File: config.mk
export PLATFORM = sky130hd
export DESIGN_NAME = instruction_loader_flat
export DESIGN_NICKNAME = d
export VERILOG_FILES = /design/src/rtl/loader_pkg.sv /design/src/rtl/instruction_loader_if.sv /design/src/rtl/instruction_loader_byte_packer.sv /design/src/rtl/instruction_loader.sv /design/src/flat_wrapper.sv
export SDC_FILE = /design/constraint.sdc
export NUM_CORES = 1
export LEC_CHECK = 0
export ABC_AREA = 1
export ABC_CLOCK_PERIOD_IN_PS = 1600
export CAP_MARGIN = 15
export CORE_MARGIN = 2
export CORE_UTILIZATION = 45
export DETAILED_ROUTE_END_ITERATION = 8
export PLACE_DENSITY = 0.67
export SYNTH_ARGS = -nofsm -noshare
export SYNTH_HDL_FRONTEND = slang
export SYNTH_SLANG_ARGS = --single-unit
File: constraint.sdc
create_clock -name iClk -period 1.6 [get_ports iClk]
set_input_delay 0.4 -clock iClk [delete_from_list [all_inputs] [get_ports iClk]]
set_output_delay 0.4 -clock iClk [all_outputs]
set_load 0.05 [all_outputs]
File: src/rtl/loader_pkg.sv
// Shared types and constants for the boot-time instruction loader.
package loader_pkg;
  typedef enum logic [1:0] {HEADER, PAYLOAD, DONE, ERROR} loader_state_t;

  localparam int unsigned BYTES_PER_WORD = 4;
  localparam int unsigned HEADER_BYTES   = 4;
endpackage

File: src/rtl/instruction_loader_if.sv
// Byte-stream input and instruction-memory write port of the loader.
interface instruction_loader_if;
  logic [7:0]  iByte;
  logic        iByteValid;
  logic        oByteReady;
  logic        oWrEn;
  logic [31:0] oWrAddr;
  logic [31:0] oWrData;

  modport slave  (input iByte, iByteValid, output oByteReady, oWrEn, oWrAddr, oWrData);
  modport master (output iByte, iByteValid, input oByteReady, oWrEn, oWrAddr, oWrData);
endinterface

File: src/rtl/instruction_loader_byte_packer.sv
// Little-endian byte-to-word packer; the completing byte is merged combinationally
// so the full word is available on the same edge that accepts it.
module byte_packer
  import loader_pkg::*;
(
  input  logic        clk,
  input  logic        rst,
  input  logic        acc,
  input  logic        clr,
  input  logic [7:0]  din,
  output logic [8*BYTES_PER_WORD-1:0] word,
  output logic        word_done
);
  localparam int unsigned IW = $clog2(BYTES_PER_WORD);

  logic [IW-1:0]                     idx_q;
  logic [8*(BYTES_PER_WORD-1)-1:0]   sr_q;

  always_ff @(posedge clk) begin
    if (rst || clr) begin
      idx_q <= '0;
      sr_q  <= '0;
    end else if (acc) begin
      idx_q <= idx_q + 1'b1;
      sr_q  <= {din, sr_q[8*(BYTES_PER_WORD-1)-1:8]};
    end
  end

  assign word      = {din, sr_q};
  assign word_done = acc && (idx_q == IW'(BYTES_PER_WORD - 1));
endmodule

File: src/rtl/instruction_loader.sv
// Boot loader: header word count, then payload words written to instruction memory
// at consecutive addresses; CPU held in reset until the last write has committed.
module instruction_loader
  import loader_pkg::*;
#(
  parameter int unsigned ADDR_WIDTH = 12,
  parameter int unsigned DATA_WIDTH = 32,
  parameter logic [31:0] BASE_ADDR  = 32'h0000_0000
) (
  input  logic iClk,
  input  logic iRst,
  input  logic iStart,
  output logic oCpuHold,
  output logic oDone,
  output logic oError,
  instruction_loader_if.slave bus
);
  localparam logic [32:0] CAP = 33'd1 << ADDR_WIDTH;

  loader_state_t         state_q, state_d;
  logic [ADDR_WIDTH:0]   widx_q;
  logic [31:0]           count_q;
  logic                  wr_en_q;
  logic [31:0]           wr_addr_q;
  logic [DATA_WIDTH-1:0] wr_data_q;
  logic                  hold_q, done_q, err_q;

  logic        ready, acc, start_ok, last_word;
  logic [31:0] pk_word;
  logic        pk_done;

  assign ready     = !iRst && (state_q == HEADER || state_q == PAYLOAD);
  assign acc       = bus.iByteValid && ready;
  assign start_ok  = iStart && (state_q == DONE || state_q == ERROR);
  assign last_word = (32'(widx_q) + 32'd1) == count_q;

  byte_packer u_pack (
    .clk       (iClk),
    .rst       (iRst),
    .acc       (acc),
    .clr       (start_ok),
    .din       (bus.iByte),
    .word      (pk_word),
    .word_done (pk_done)
  );

  always_comb begin
    state_d = state_q;
    unique case (state_q)
      HEADER: if (pk_done) begin
        if (pk_word == 32'd0)             state_d = DONE;
        else if ({1'b0, pk_word} > CAP)   state_d = ERROR;
        else                              state_d = PAYLOAD;
      end
      PAYLOAD: if (pk_done && last_word)  state_d = DONE;
      DONE, ERROR: if (iStart)            state_d = HEADER;
      default:                            state_d = HEADER;
    endcase
  end

  always_ff @(posedge iClk) begin
    if (iRst) begin
      state_q   <= HEADER;
      widx_q    <= '0;
      count_q   <= '0;
      wr_en_q   <= 1'b0;
      wr_addr_q <= BASE_ADDR;
      wr_data_q <= '0;
      hold_q    <= 1'b1;
      done_q    <= 1'b0;
      err_q     <= 1'b0;
    end else begin
      state_q <= state_d;
      wr_en_q <= 1'b0;
      // Status lags the state by one edge so the CPU is released only after
      // the final write pulse; a restart takes effect on its own edge.
      if (start_ok) begin
        widx_q  <= '0;
        count_q <= '0;
        hold_q  <= 1'b1;
        done_q  <= 1'b0;
        err_q   <= 1'b0;
      end else begin
        hold_q  <= state_q != DONE;
        done_q  <= state_q == DONE;
        err_q   <= state_q == ERROR;
      end
      if (state_q == HEADER && pk_done)
        count_q <= pk_word;
      if (state_q == PAYLOAD && pk_done) begin
        wr_en_q   <= 1'b1;
        wr_addr_q <= BASE_ADDR + (32'(widx_q) << 2);
        wr_data_q <= pk_word;
        widx_q    <= widx_q + 1'b1;
      end
    end
  end

  assign bus.oByteReady = ready;
  assign bus.oWrEn      = wr_en_q;
  assign bus.oWrAddr    = wr_addr_q;
  assign bus.oWrData    = wr_data_q;
  assign oCpuHold       = hold_q;
  assign oDone          = done_q;
  assign oError         = err_q;
endmodule

File: src/flat_wrapper.sv
// flat-port wrapper written by rule: the top's interface ports become plain ports
module instruction_loader_flat import loader_pkg::*;
#(
  parameter int unsigned ADDR_WIDTH = 12,
  parameter int unsigned DATA_WIDTH = 32,
  parameter logic [31:0] BASE_ADDR  = 32'h0000_0000
)
  (iClk, iRst, iStart, oCpuHold, oDone, oError, bus_iByte, bus_iByteValid, bus_oByteReady, bus_oWrEn, bus_oWrAddr, bus_oWrData);
  instruction_loader_if bus_i ();
  input  logic iClk;
  input  logic iRst;
  input  logic iStart;
  output logic oCpuHold;
  output logic oDone;
  output logic oError;
  input wire logic [$bits(bus_i.iByte)-1:0] bus_iByte;
  input wire logic [$bits(bus_i.iByteValid)-1:0] bus_iByteValid;
  output wire logic [$bits(bus_i.oByteReady)-1:0] bus_oByteReady;
  output wire logic [$bits(bus_i.oWrEn)-1:0] bus_oWrEn;
  output wire logic [$bits(bus_i.oWrAddr)-1:0] bus_oWrAddr;
  output wire logic [$bits(bus_i.oWrData)-1:0] bus_oWrData;
  assign bus_i.iByte = bus_iByte;
  assign bus_i.iByteValid = bus_iByteValid;
  assign bus_oByteReady = bus_i.oByteReady;
  assign bus_oWrEn = bus_i.oWrEn;
  assign bus_oWrAddr = bus_i.oWrAddr;
  assign bus_oWrData = bus_i.oWrData;
  instruction_loader #(.ADDR_WIDTH(ADDR_WIDTH), .DATA_WIDTH(DATA_WIDTH), .BASE_ADDR(BASE_ADDR)) u_core (.iClk(iClk), .iRst(iRst), .iStart(iStart), .oCpuHold(oCpuHold), .oDone(oDone), .oError(oError), .bus(bus_i));
endmodule
==> results of run 1 <==
critical path: cells and delay by family (launching register included):
kind | cells | cell delay (ps)
compound gates | 1 | 50
flops | 1 | 370
simple gates | 11 | 980
fa+ha+maj | 1 | 170
buf+inv | 2 | 200
placed cells by master (no fill, tap or decap), types with 19 or more instances in the layout:
cell type  Yosys  routed
nand2_1       76      67
nor2_1       104     101
buf_12         0      55
dfxtp_1      122     117
nand4_1       20      20
a21oi_1       62      61
nand3_1       57      50
buf_4         20      65
conb_1         1      19
o21ai_0       74      74
inv_1         72      71
state kept, by name (all words and copies together), names as in the netlist:
name                 flops
u_core.widx_q           13
u_core.count_q          32
u_core.oCpuHold          1
u_core.oError            1
u_core.u_pack.idx_q      2
u_core.bus.oWrAddr      13
u_core.bus.oWrEn         1
u_core.bus.oWrData      32
u_core.oDone             1
u_core.u_pack.sr_q      24
u_core.state_q           2
routing by layer:
layer  vias up  GRT usage [%]  share of wire (%)
met3        40           7.29                5.8
met4         0           12.1                3.5
met5         -              0                  0
met1      2357           28.4                 41
li1       2501              -                  -
met2       191           40.2                 49
stage by stage:
step,power (mW),worst slack (ps),setup TNS (ps)
after floorplan,3.50,-176,-10800
after global placement,3.64,-424,-42340
final,7.17,-290,-557
after global routing,7.38,-386,-782
after CTS,7.21,-200,-365
after detailed placement,3.65,-445,-42670
repair_timing:
item / in CTS / in global routing
pin swaps: 8 / 8
endpoints found under the setup margin: 13 / 34
buffers inserted: 3 / 1
resized for setup: 17 / 13
endpoints found under the hold margin: 0 / 0
power by group through the flow:
stage / sequential [mW] / combinational (mW) / clock, mW
6_report: 3.12 / 0.481 / 3.57
5_1_grt: 3.12 / 0.514 / 3.75
3_5_place_dp: 3.18 / 0.470 / 0
3_3_place_gp: 3.18 / 0.464 / 0
2_1_floorplan: 3.18 / 0.323 / 0
4_1_cts: 3.12 / 0.472 / 3.62
layout make-up:
type                       count  area, µm²
clock buffer                  18        439
clock inverter                13        121
fill                         928       3780
inverter                      77        294
multi-input combinational    464       2380
sequential                   122       2450
tap                          143        179
timing repair buffer         133       1720
cell families after synthesis:
family                   count (synthesis)
flip-flops                             122
adder cells (fa/ha/maj)                  2
XOR/XNOR                                 6
buffers and inverters                  135
AO/OA/AOI/OAI                          160
other                                    1
AND/OR/NAND/NOR                        277
how the worst max path moves through the flow:
| stage | depth (start not counted) | endpoint | slack, ps | startpoint |
|---|---|---|---|---|
| after floorplan | 10 | u_core.bus.oWrAddr[10]$_SDFFE_PP0P_ | -180 | iRst |
| after global placement | 10 | u_core.count_q[7]$_SDFFE_PP0P_ | -420 | iRst |
| after detailed placement | 10 | u_core.count_q[5]$_SDFFE_PP0P_ | -450 | iRst |
| after CTS | 14 | u_core.state_q[0]$_SDFFE_PP0P_ | -200 | u_core.widx_q[0]$_SDFFE_PP0P_ |
| after global routing | 14 | u_core.state_q[0]$_SDFFE_PP0P_ | -390 | u_core.widx_q[0]$_SDFFE_PP0P_ |
| final | 15 | u_core.state_q[1]$_SDFFE_PP0P_ | -290 | u_core.widx_q[0]$_SDFFE_PP0P_ |
==> impl_metrics.json, run 1 <==
{
  "yosys_warnings": 0,
  "yosys-top-cells-area": "dfxtp_1, nor2_1, o21ai_0",
  "p_int_mw": 5.40,
  "worst_clock_skew_ps": 9.64,
  "grt_pass1_wl_um": 24000,
  "synth-xor-area-share_pct": 1.58,
  "grt_antenna_before_repair": 0,
  "seq_area_frac_synth_pct": 46.7,
  "fmax_mhz": 529,
  "fin_cells": 970,
  "firstDrtPassIters": 5,
  "p_leak_nw": 3.12,
  "gp_congestion": 0.944,
  "drive_above_1_share_pct": 23.6,
  "rsz0062_at_grt": "yes",
  "numPortBuffers": 61,
  "finalCriticalPeriod_ps": 1890,
  "area_growth_pct": 45.2,
  "synth_fa_ha_area_share_pct": 0.478,
  "postPlaceCellArea_um2": 6910,
  "yosysTopAreaCell": "dfxtp_1",
  "worst_setup_path_end_kind": "register",
  "r2r-start": "u_core.widx_q[0]$_SDFFE_PP0P_",
  "final_nets": 829,
  "combPwrFrac_pct": 6.7,
  "synth-simple-area-share_pct": 23.7,
  "p_sw_share_pct": 24.6,
  "required_ps": 1890,
  "status": "finished with violations",
  "root_buffer": "clkbuf_16",
  "cts_hold_buf": 0,
  "clkLatencyLatePin_ps": 410,
  "clockBufferDepth": 2,
  "whs_endpoint": "u_core.count_q[23]$_SDFFE_PP0P_",
  "die_x_um": 112,
  "vias": 5089,
  "initial_core_util_pct": 46.0,
  "whs_ps": 483,
  "drv_cap": 0,
  "finalHoldViolations": 0,
  "wirelength_um": 14900,
  "worst_path_largest_cell_delay_ps": 370,
  "synthArstFlopShare_pct": 0,
  "clk_pin_slew_ps": 60,
  "startpoint_type": "register",
  "synthTopCellsByCount": "dfxtp_1, nor2_1, nand2_1",
  "synth_most_common_cell": "dfxtp_1",
  "cts_inserted_buffers": 17,
  "post-route-util_pct": 66.8,
  "synth_top_family_by_area": "simple AND/OR/NAND/NOR gates",
  "ys_dominant_reg_cell": "dfxtp_1",
  "fin_area_um2": 7590,
  "drc": 0,
  "n_antenna_cell": 0,
  "fin_ws_ps": -290,
  "cts_tree": "done",
  "core_area_um2": 11400,
  "viasPerCell": 5.25,
  "netlist_instances": 703,
  "row_count": 39,
  "r2r-end": "u_core.state_q[1]$_SDFFE_PP0P_",
  "grt_pass1_vias": 5062,
  "crit_top_cell": "nand2_2",
  "violations": "negative setup slack",
  "crit_path_top_delay_cell": "dfxtp_4",
  "p_switching_mw": 1.77,
  "htreeDepth": 4,
  "crit_chain": "ha_4 -> nand3_4 -> nor2_4 -> buf_4 -> nand2_2 -> nand2_2 -> nand3_2 -> nand2_2 -> inv_2 -> nand3_2 -> nor2_1 -> nand2_1 -> nand2_2 -> nand3_2 -> a21oi_2",
  "synth_edf_count": 0,
  "hp-class": "reg -> reg",
  "placed_cells": 935,
  "drtAntennaViolNets": 0,
  "synth_seq_cells": 122,
  "setup_viol": 2,
  "netlist_area_um2": 5230,
  "p_per_area_nw_per_um2": 944,
  "synth_top_area_share_pct": 46.7,
  "gr-usage-all-layers_pct": 24.2,
  "timing.final.crit_share_pct": 118,
  "grt_start_max_net_pins": 52,
  "critPathKind": "reg -> reg",
  "min_from": "u_core.count_q[23]$_SDFFE_PP0P_",
  "max-vdd-ir-drop_uv": 919,
  "drt_iter0_markers": 384,
  "path_max_fanout": 6,
  "drv_slew": 0,
  "synth-compound-area-share_pct": 16.1,
  "ys_types": 30,
  "die_area_um2": 12500,
  "cts.sinks": 122,
  "seq_power_share_pct": 43.5,
  "wl_per_cell_um": 15.3,
  "yosys-mux-area-fraction_pct": 0,
  "ios": 81,
  "synth.avg_cell_area_um2": 7.44,
  "r2r_slack_ps": -290,
  "reg2reg_depth": 15,
  "arrival_ps": 2180,
  "dpl.hpwl_um": 10400,
  "p_clk_share_pct": 49.8,
  "die_h_um": 112,
  "grt.overflow.total": 0,
  "hold_depth": 2
}
No activity file was read; power rests on OpenSTA's default activity.
==> inputs of run 2 (changes only) <==
Settings changed: CORE_MARGIN 2 to not set, CTS_BUF_LIST set to sky130_fd_sc_hd__clkbuf_2.
==> run 2 against run 1 <==
The run still ends with negative setup slack left. Hold slack worse by 71 ps. Cell area up 1.3%. Worst setup slack better by 39 ps. Combinational power down 1%. Power down 23%. Largest cell class unchanged. Largest power group is now registers. First-iteration DRC count down 14%. Fmax up 2.1%.
==> impl_metrics.json, run 2 (same netlist as run 1, synthesis figures left out) <==
{
  "status": "finished with violations",
  "violations": "negative setup slack",
  "final_nets": 848,
  "p_leak_nw": 3.16,
  "cts_tree": "done",
  "clk_pin_slew_ps": 190,
  "seq_power_share_pct": 56.3,
  "crit_start": "u_core.state_q[1]$_SDFFE_PP0P_",
  "grt_antenna_before_repair": 0,
  "drv_slew": 0,
  "crit_end": "bus_oByteReady",
  "firstDrtPassIters": 5,
  "drt_iter0_markers": 330,
  "wirelength_um": 15200,
  "placed_cells": 939,
  "drc": 0,
  "fin_ws_ps": -250,
  "cts_inserted_buffers": 17,
  "fmax_mhz": 540,
  "mostFrequentLayoutCells": "nor2_1, inv_1, buf_4, dfxtp_1, o21ai_0",
  "min_from": "bus_iByte[0]",
  "r2r-end": "u_core.state_q[0]$_SDFFE_PP0P_",
  "die_area_um2": 12100,
  "area_growth_pct": 47.1,
  "htreeDepth": 4,
  "area.sequential_um2": 2520,
  "core_area_um2": 11400,
  "reg2reg_depth": 14,
  "arrival_ps": 1450,
  "cts_hold_buf": 0,
  "p_switching_mw": 1.59,
  "gr-usage-all-layers_pct": 26.1,
  "worst_setup_path_end_kind": "output pin",
  "met1_length_um": 6480,
  "pre_cts_slack_ps": -504,
  "top_layer": "met4",
  "critPathKind": "reg -> out",
  "setup_viol": 51,
  "ios": 81,
  "p_per_area_nw_per_um2": 720,
  "r2r-start": "u_core.widx_q[0]$_SDFFE_PP0P_",
  "p_sw_share_pct": 28.8,
  "timing.final.crit_share_pct": 116,
  "clockBufferDepth": 2,
  "hp-class": "in -> reg",
  "rsz0062_at_grt": "yes",
  "wl_met3_um": 823,
  "dpl.hpwl_um": 10300,
  "die_x_um": 110,
  "vias": 5238,
  "grt_pass1_wl_um": 23700,
  "wl_met2_um": 7490,
  "gp_congestion": 0.922,
  "required_ps": 1200,
  "startpoint_type": "register",
  "row_count": 39,
  "initial_core_util_pct": 46.0,
  "multiInputGateArea_um2": 2460,
  "grt.overflow.total": 0,
  "grt_start_max_net_pins": 41,
  "finalHoldViolations": 0,
  "drive_above_1_share_pct": 33.4,
  "final_common_cell": "nor2_1",
  "cts.sinks": 122,
  "p_clk_share_pct": 35.1,
  "die_h_um": 110,
  "drv_cap": 0,
  "path_max_fanout": 2,
  "fin_cells": 991,
  "wl_per_cell_um": 15.4,
  "worst_clock_skew_ps": 27.9,
  "fillers": 913,
  "drtAntennaViolNets": 0,
  "p_int_mw": 3.94,
  "r2r_slack_ps": -240,
  "clkLatencyLatePin_ps": 720,
  "root_buffer": "clkbuf_2",
  "grt_pass1_vias": 4986,
  "max-vdd-ir-drop_uv": 746,
  "viasPerCell": 5.29,
  "numPortBuffers": 61,
  "combPwrFrac_pct": 8.6,
  "finalCriticalPeriod_ps": 1850
}
run 2: cell types whose count changed in the layout (fill, tap and decap cells not counted), moves of 4 or more:
cell	delta
clkbuf_16	-12
o21ai_0	-7
nor2_2	+9
nand2_2	+4
dfxtp_1	-49
o21ai_1	+5
nor2_1	-8
buf_6	+5
clkbuf_2	+17
dfxtp_2	+48
buf_4	+6
nand2_1	-5
nand3_1	-4
run 2: layer usage:
layer / GRT usage (%) / vias up
met3: 7.05 / 39
li1: - / 2553
met1: 31.0 / 2452
met2: 44.0 / 194
met5: 0 / -
met4: 11.3 / 0
run 2: timing repair:
item / CTS / global route
endpoints found under the hold margin: 0 / 0
pin swaps: 17 / 17
gates resized for setup: 77 / 43
gates cloned: 1 / 5
setup endpoints to repair: 64 / 132
setup buffers: 8 / 7
run 2: per-stage QoR:
step	utilization, %	power, mW	instance area, µm²	TNS [ps]	hold WS [ps]
detailed placement	61.0	3.64	6940	-46220	472
global route	67.6	5.75	7690	-9500	343
global placement	61.0	3.63	6940	-45510	465
CTS	65.2	5.56	7410	-5080	355
floorplan	-	3.50	5420	-10800	453
finish	67.7	5.54	7690	-2440	412
run 2: critical path, cell delays in order, from the launching register on:
cell     delay [ps]
dfxtp_4         390
nor2_4          100
buf_6           120
buf_12          120
run 2: power by group through the flow:
stage | Combinational [mW] | Clock, mW | Sequential (mW)
3_3_place_gp | 0.454 | 0 | 3.18
4_1_cts | 0.464 | 1.98 | 3.12
6_report | 0.476 | 1.94 | 3.12
3_5_place_dp | 0.459 | 0 | 3.18
2_1_floorplan | 0.323 | 0 | 3.18
5_1_grt | 0.512 | 2.11 | 3.13
run 2: worst min path at each step:
stage,endpoint,slack [ps],cells after the start
after floorplan,u_core.oDone$_SDFF_PP0_,450,1
after global placement,u_core.count_q[29]$_SDFFE_PP0P_,470,2
after detailed placement,u_core.count_q[30]$_SDFFE_PP0P_,470,2
after CTS,u_core.count_q[30]$_SDFFE_PP0P_,350,4
after global routing,u_core.bus.oWrData[29]$_SDFFE_PP0P_,340,4
final,u_core.bus.oWrData[24]$_SDFFE_PP0P_,410,4
run 2: cell type report:
cell class	count	share of cell area, %
Antenna cell	1	0.0325
Inverter	77	3.85
Clock buffer	17	1.11
Multi-Input combinational cell	464	31.9
Tap cell	143	2.33
Timing Repair Buffer	152	26.1
Sequential cell	122	32.7
Clock inverter	15	1.94
==> inputs of run 3 (changes only) <==
Settings changed: CELL_PAD_IN_SITES_DETAIL_PLACEMENT set to 1, CELL_PAD_IN_SITES_GLOBAL_PLACEMENT set to 1, CORE_UTILIZATION 45 to 36, PLACE_DENSITY 0.67 to 0.73.
==> run 3 against run 2 <==
The flow still finishes with violations (negative setup slack). Non-clock buffer count rose by 5. Via count up 1.4%. Cell area rose by 0.93%. Count of clock-buffer cells in the layout increased by 1. Sequential share of layout area is 0.091 points lower. Sequential power hardly changed. Hold slack improved by 16 ps. Critical path type is now reg -> reg. Highest routed layer unchanged.
==> impl_metrics.json, run 3 (same netlist as run 1, synthesis figures left out) <==
{
  "area_growth_pct": 48.5,
  "grt_start_max_net_pins": 43,
  "crit_top_cell": "nand2_1",
  "p_switching_mw": 1.62,
  "grt.overflow.total": 0,
  "finalHoldViolations": 0,
  "numPortBuffers": 61,
  "row_count": 43,
  "p_per_area_nw_per_um2": 735,
  "path_max_fanout": 4,
  "dpl.hpwl_um": 12600,
  "required_ps": 2210,
  "gr-usage-all-layers_pct": 23.8,
  "finalCriticalPeriod_ps": 1920,
  "root_buffer": "clkbuf_2",
  "cts_tree": "done",
  "critPathKind": "reg -> reg",
  "grt_pass1_vias": 5378,
  "max-vdd-ir-drop_uv": 493,
  "setup_viol": 110,
  "cts.sinks": 122,
  "rsz0062_at_grt": "yes",
  "violations": "negative setup slack",
  "p_leak_nw": 3.17,
  "timing.final.crit_share_pct": 120,
  "drt_iter0_markers": 262,
  "die_x_um": 123,
  "drc": 0,
  "clockBufferDepth": 2,
  "htreeDepth": 4,
  "r2r-end": "u_core.state_q[0]$_SDFFE_PP0P_",
  "core_area_um2": 14000,
  "drv_slew": 0,
  "hp-class": "in -> reg",
  "grt_pass1_wl_um": 27000,
  "p_sw_share_pct": 28.3,
  "hold_depth": 4,
  "mostFrequentLayoutCells": "nor2_1, buf_4, inv_1, o21ai_0",
  "vias": 5309,
  "drv_cap": 0,
  "status": "finished with violations",
  "min_from": "bus_iByte[5]",
  "r2r_slack_ps": -320,
  "clk_pin_slew_ps": 200,
  "whs_endpoint": "u_core.bus.oWrData[29]$_SDFFE_PP0P_",
  "seq_power_share_pct": 54.4,
  "die_area_um2": 15000,
  "path_delay_family": "simple AND/OR/NAND/NOR gates",
  "startpoint_type": "register",
  "final_common_cell": "nor2_1",
  "die_h_um": 123,
  "worst_path_largest_cell_delay_ps": 420,
  "drtAntennaViolNets": 0,
  "final_nets": 853,
  "grt_antenna_before_repair": 1,
  "cts_inserted_buffers": 17,
  "crit_chain": "ha_4 -> nand2_2 -> buf_4 -> nand2_1 -> nand2_1 -> nand2_1 -> nand3_1 -> nor2_2 -> nand3_1 -> nor2_1 -> nand2_2 -> nand2_2 -> nand2_1 -> o21bai_1 -> inv_1",
  "fin_cells": 1033,
  "clkLatencyLatePin_ps": 700,
  "p_clk_share_pct": 36.5,
  "crit_path_top_delay_cell": "dfxtp_4",
  "combPwrFrac_pct": 9.1,
  "path_buf_inv": 2,
  "fmax_mhz": 520,
  "initial_core_util_pct": 37.2,
  "wl_per_cell_um": 17.7,
  "placed_cells": 987,
  "ios": 81,
  "drive_above_1_share_pct": 33.2,
  "r2r-start": "u_core.widx_q[0]$_SDFFE_PP0P_",
  "viasPerCell": 5.14,
  "wirelength_um": 18300,
  "cts_hold_buf": 0,
  "firstDrtPassIters": 4,
  "worst_clock_skew_ps": 35.1,
  "fin_ws_ps": -325,
  "arrival_ps": 2540,
  "reg2reg_depth": 15,
  "pre_cts_slack_ps": -620,
  "worst_setup_path_end_kind": "register",
  "gp_congestion": 0.904,
  "p_int_mw": 4.09
}
run 3: cell types whose count changed in the layout (fill, tap and decap cells not counted), moves of 3 or more:
cell and delta:
clkinv_1 +3, nand3_1 +3, inv_6 -3, dfxtp_1 -3, dfxtp_4 +5, buf_4 +7, nand2_1 +3, nand3_2 -3
run 3: worst max path at each step:
stage | startpoint | end | slack [ps] | depth (start not counted)
after floorplan | iRst | u_core.bus.oWrAddr[10]$_SDFFE_PP0P_ | -180 | 10
after global placement | iRst | u_core.bus.oWrData[0]$_SDFFE_PP0P_ | -590 | 10
after detailed placement | iRst | u_core.bus.oWrData[12]$_SDFFE_PP0P_ | -620 | 9
after CTS | u_core.state_q[1]$_SDFFE_PP0P_ | bus_oByteReady | -350 | 3
after global routing | u_core.widx_q[0]$_SDFFE_PP0P_ | u_core.state_q[0]$_SDFFE_PP0P_ | -500 | 15
final | u_core.widx_q[0]$_SDFFE_PP0P_ | u_core.state_q[0]$_SDFFE_PP0P_ | -320 | 15
run 3: worst min-delay path: cells and delay by family:
family                 cells  cell delay (ps)
buffers and inverters      2              570
AND/OR/NAND/NOR            2              150
run 3: layout make-up:
type | count | area (µm²)
diodes | 1 | 2.50
clock buffers | 18 | 90.1
clock inverters | 14 | 155
fillers | 1669 | 6280
inverters | 77 | 297
multi-input cells | 464 | 2450
flip-flops and latches | 122 | 2530
well taps | 180 | 225
repair buffers | 157 | 2010
run 3: layer usage:
metal	wire length, µm	track usage [%]	share of wire [%]	up-vias
met1	7800	27.0	43	2585
met2	9330	42.1	51	130
met5	0	0	0	-
li1	-	-	-	2555
met4	508	9.53	2.8	0
met3	655	6.04	3.6	39
run 3: timing repair:
item / CTS / global route
cloned: 0 / 4
setup buffers: 2 / 8
pin swaps: 5 / 7
setup endpoints to repair: 93 / 96
resized for setup: 68 / 51
run 3: power by group through the flow:
stage,registers (mW),clock network [mW],logic (mW)
6_report,3.11,2.08,0.519
2_1_floorplan,3.18,0,0.323
5_1_grt,3.11,2.26,0.552
4_1_cts,3.11,2.11,0.505
3_3_place_gp,3.18,0,0.488
3_5_place_dp,3.18,0,0.500
run 3: stage by stage:
stage	utilization [%]	instance area (µm²)	hold slack [ps]	total power [mW]	setup TNS (ps)
2_1_floorplan	-	5420	453	3.50	-10800
3_3_place_gp	50.3	7070	468	3.67	-56290
3_5_place_dp	50.3	7070	474	3.68	-59330
4_1_cts	53.0	7440	372	5.73	-4550
5_1_grt	55.3	7760	375	5.93	-17130
6_report	55.3	7760	428	5.71	-6330
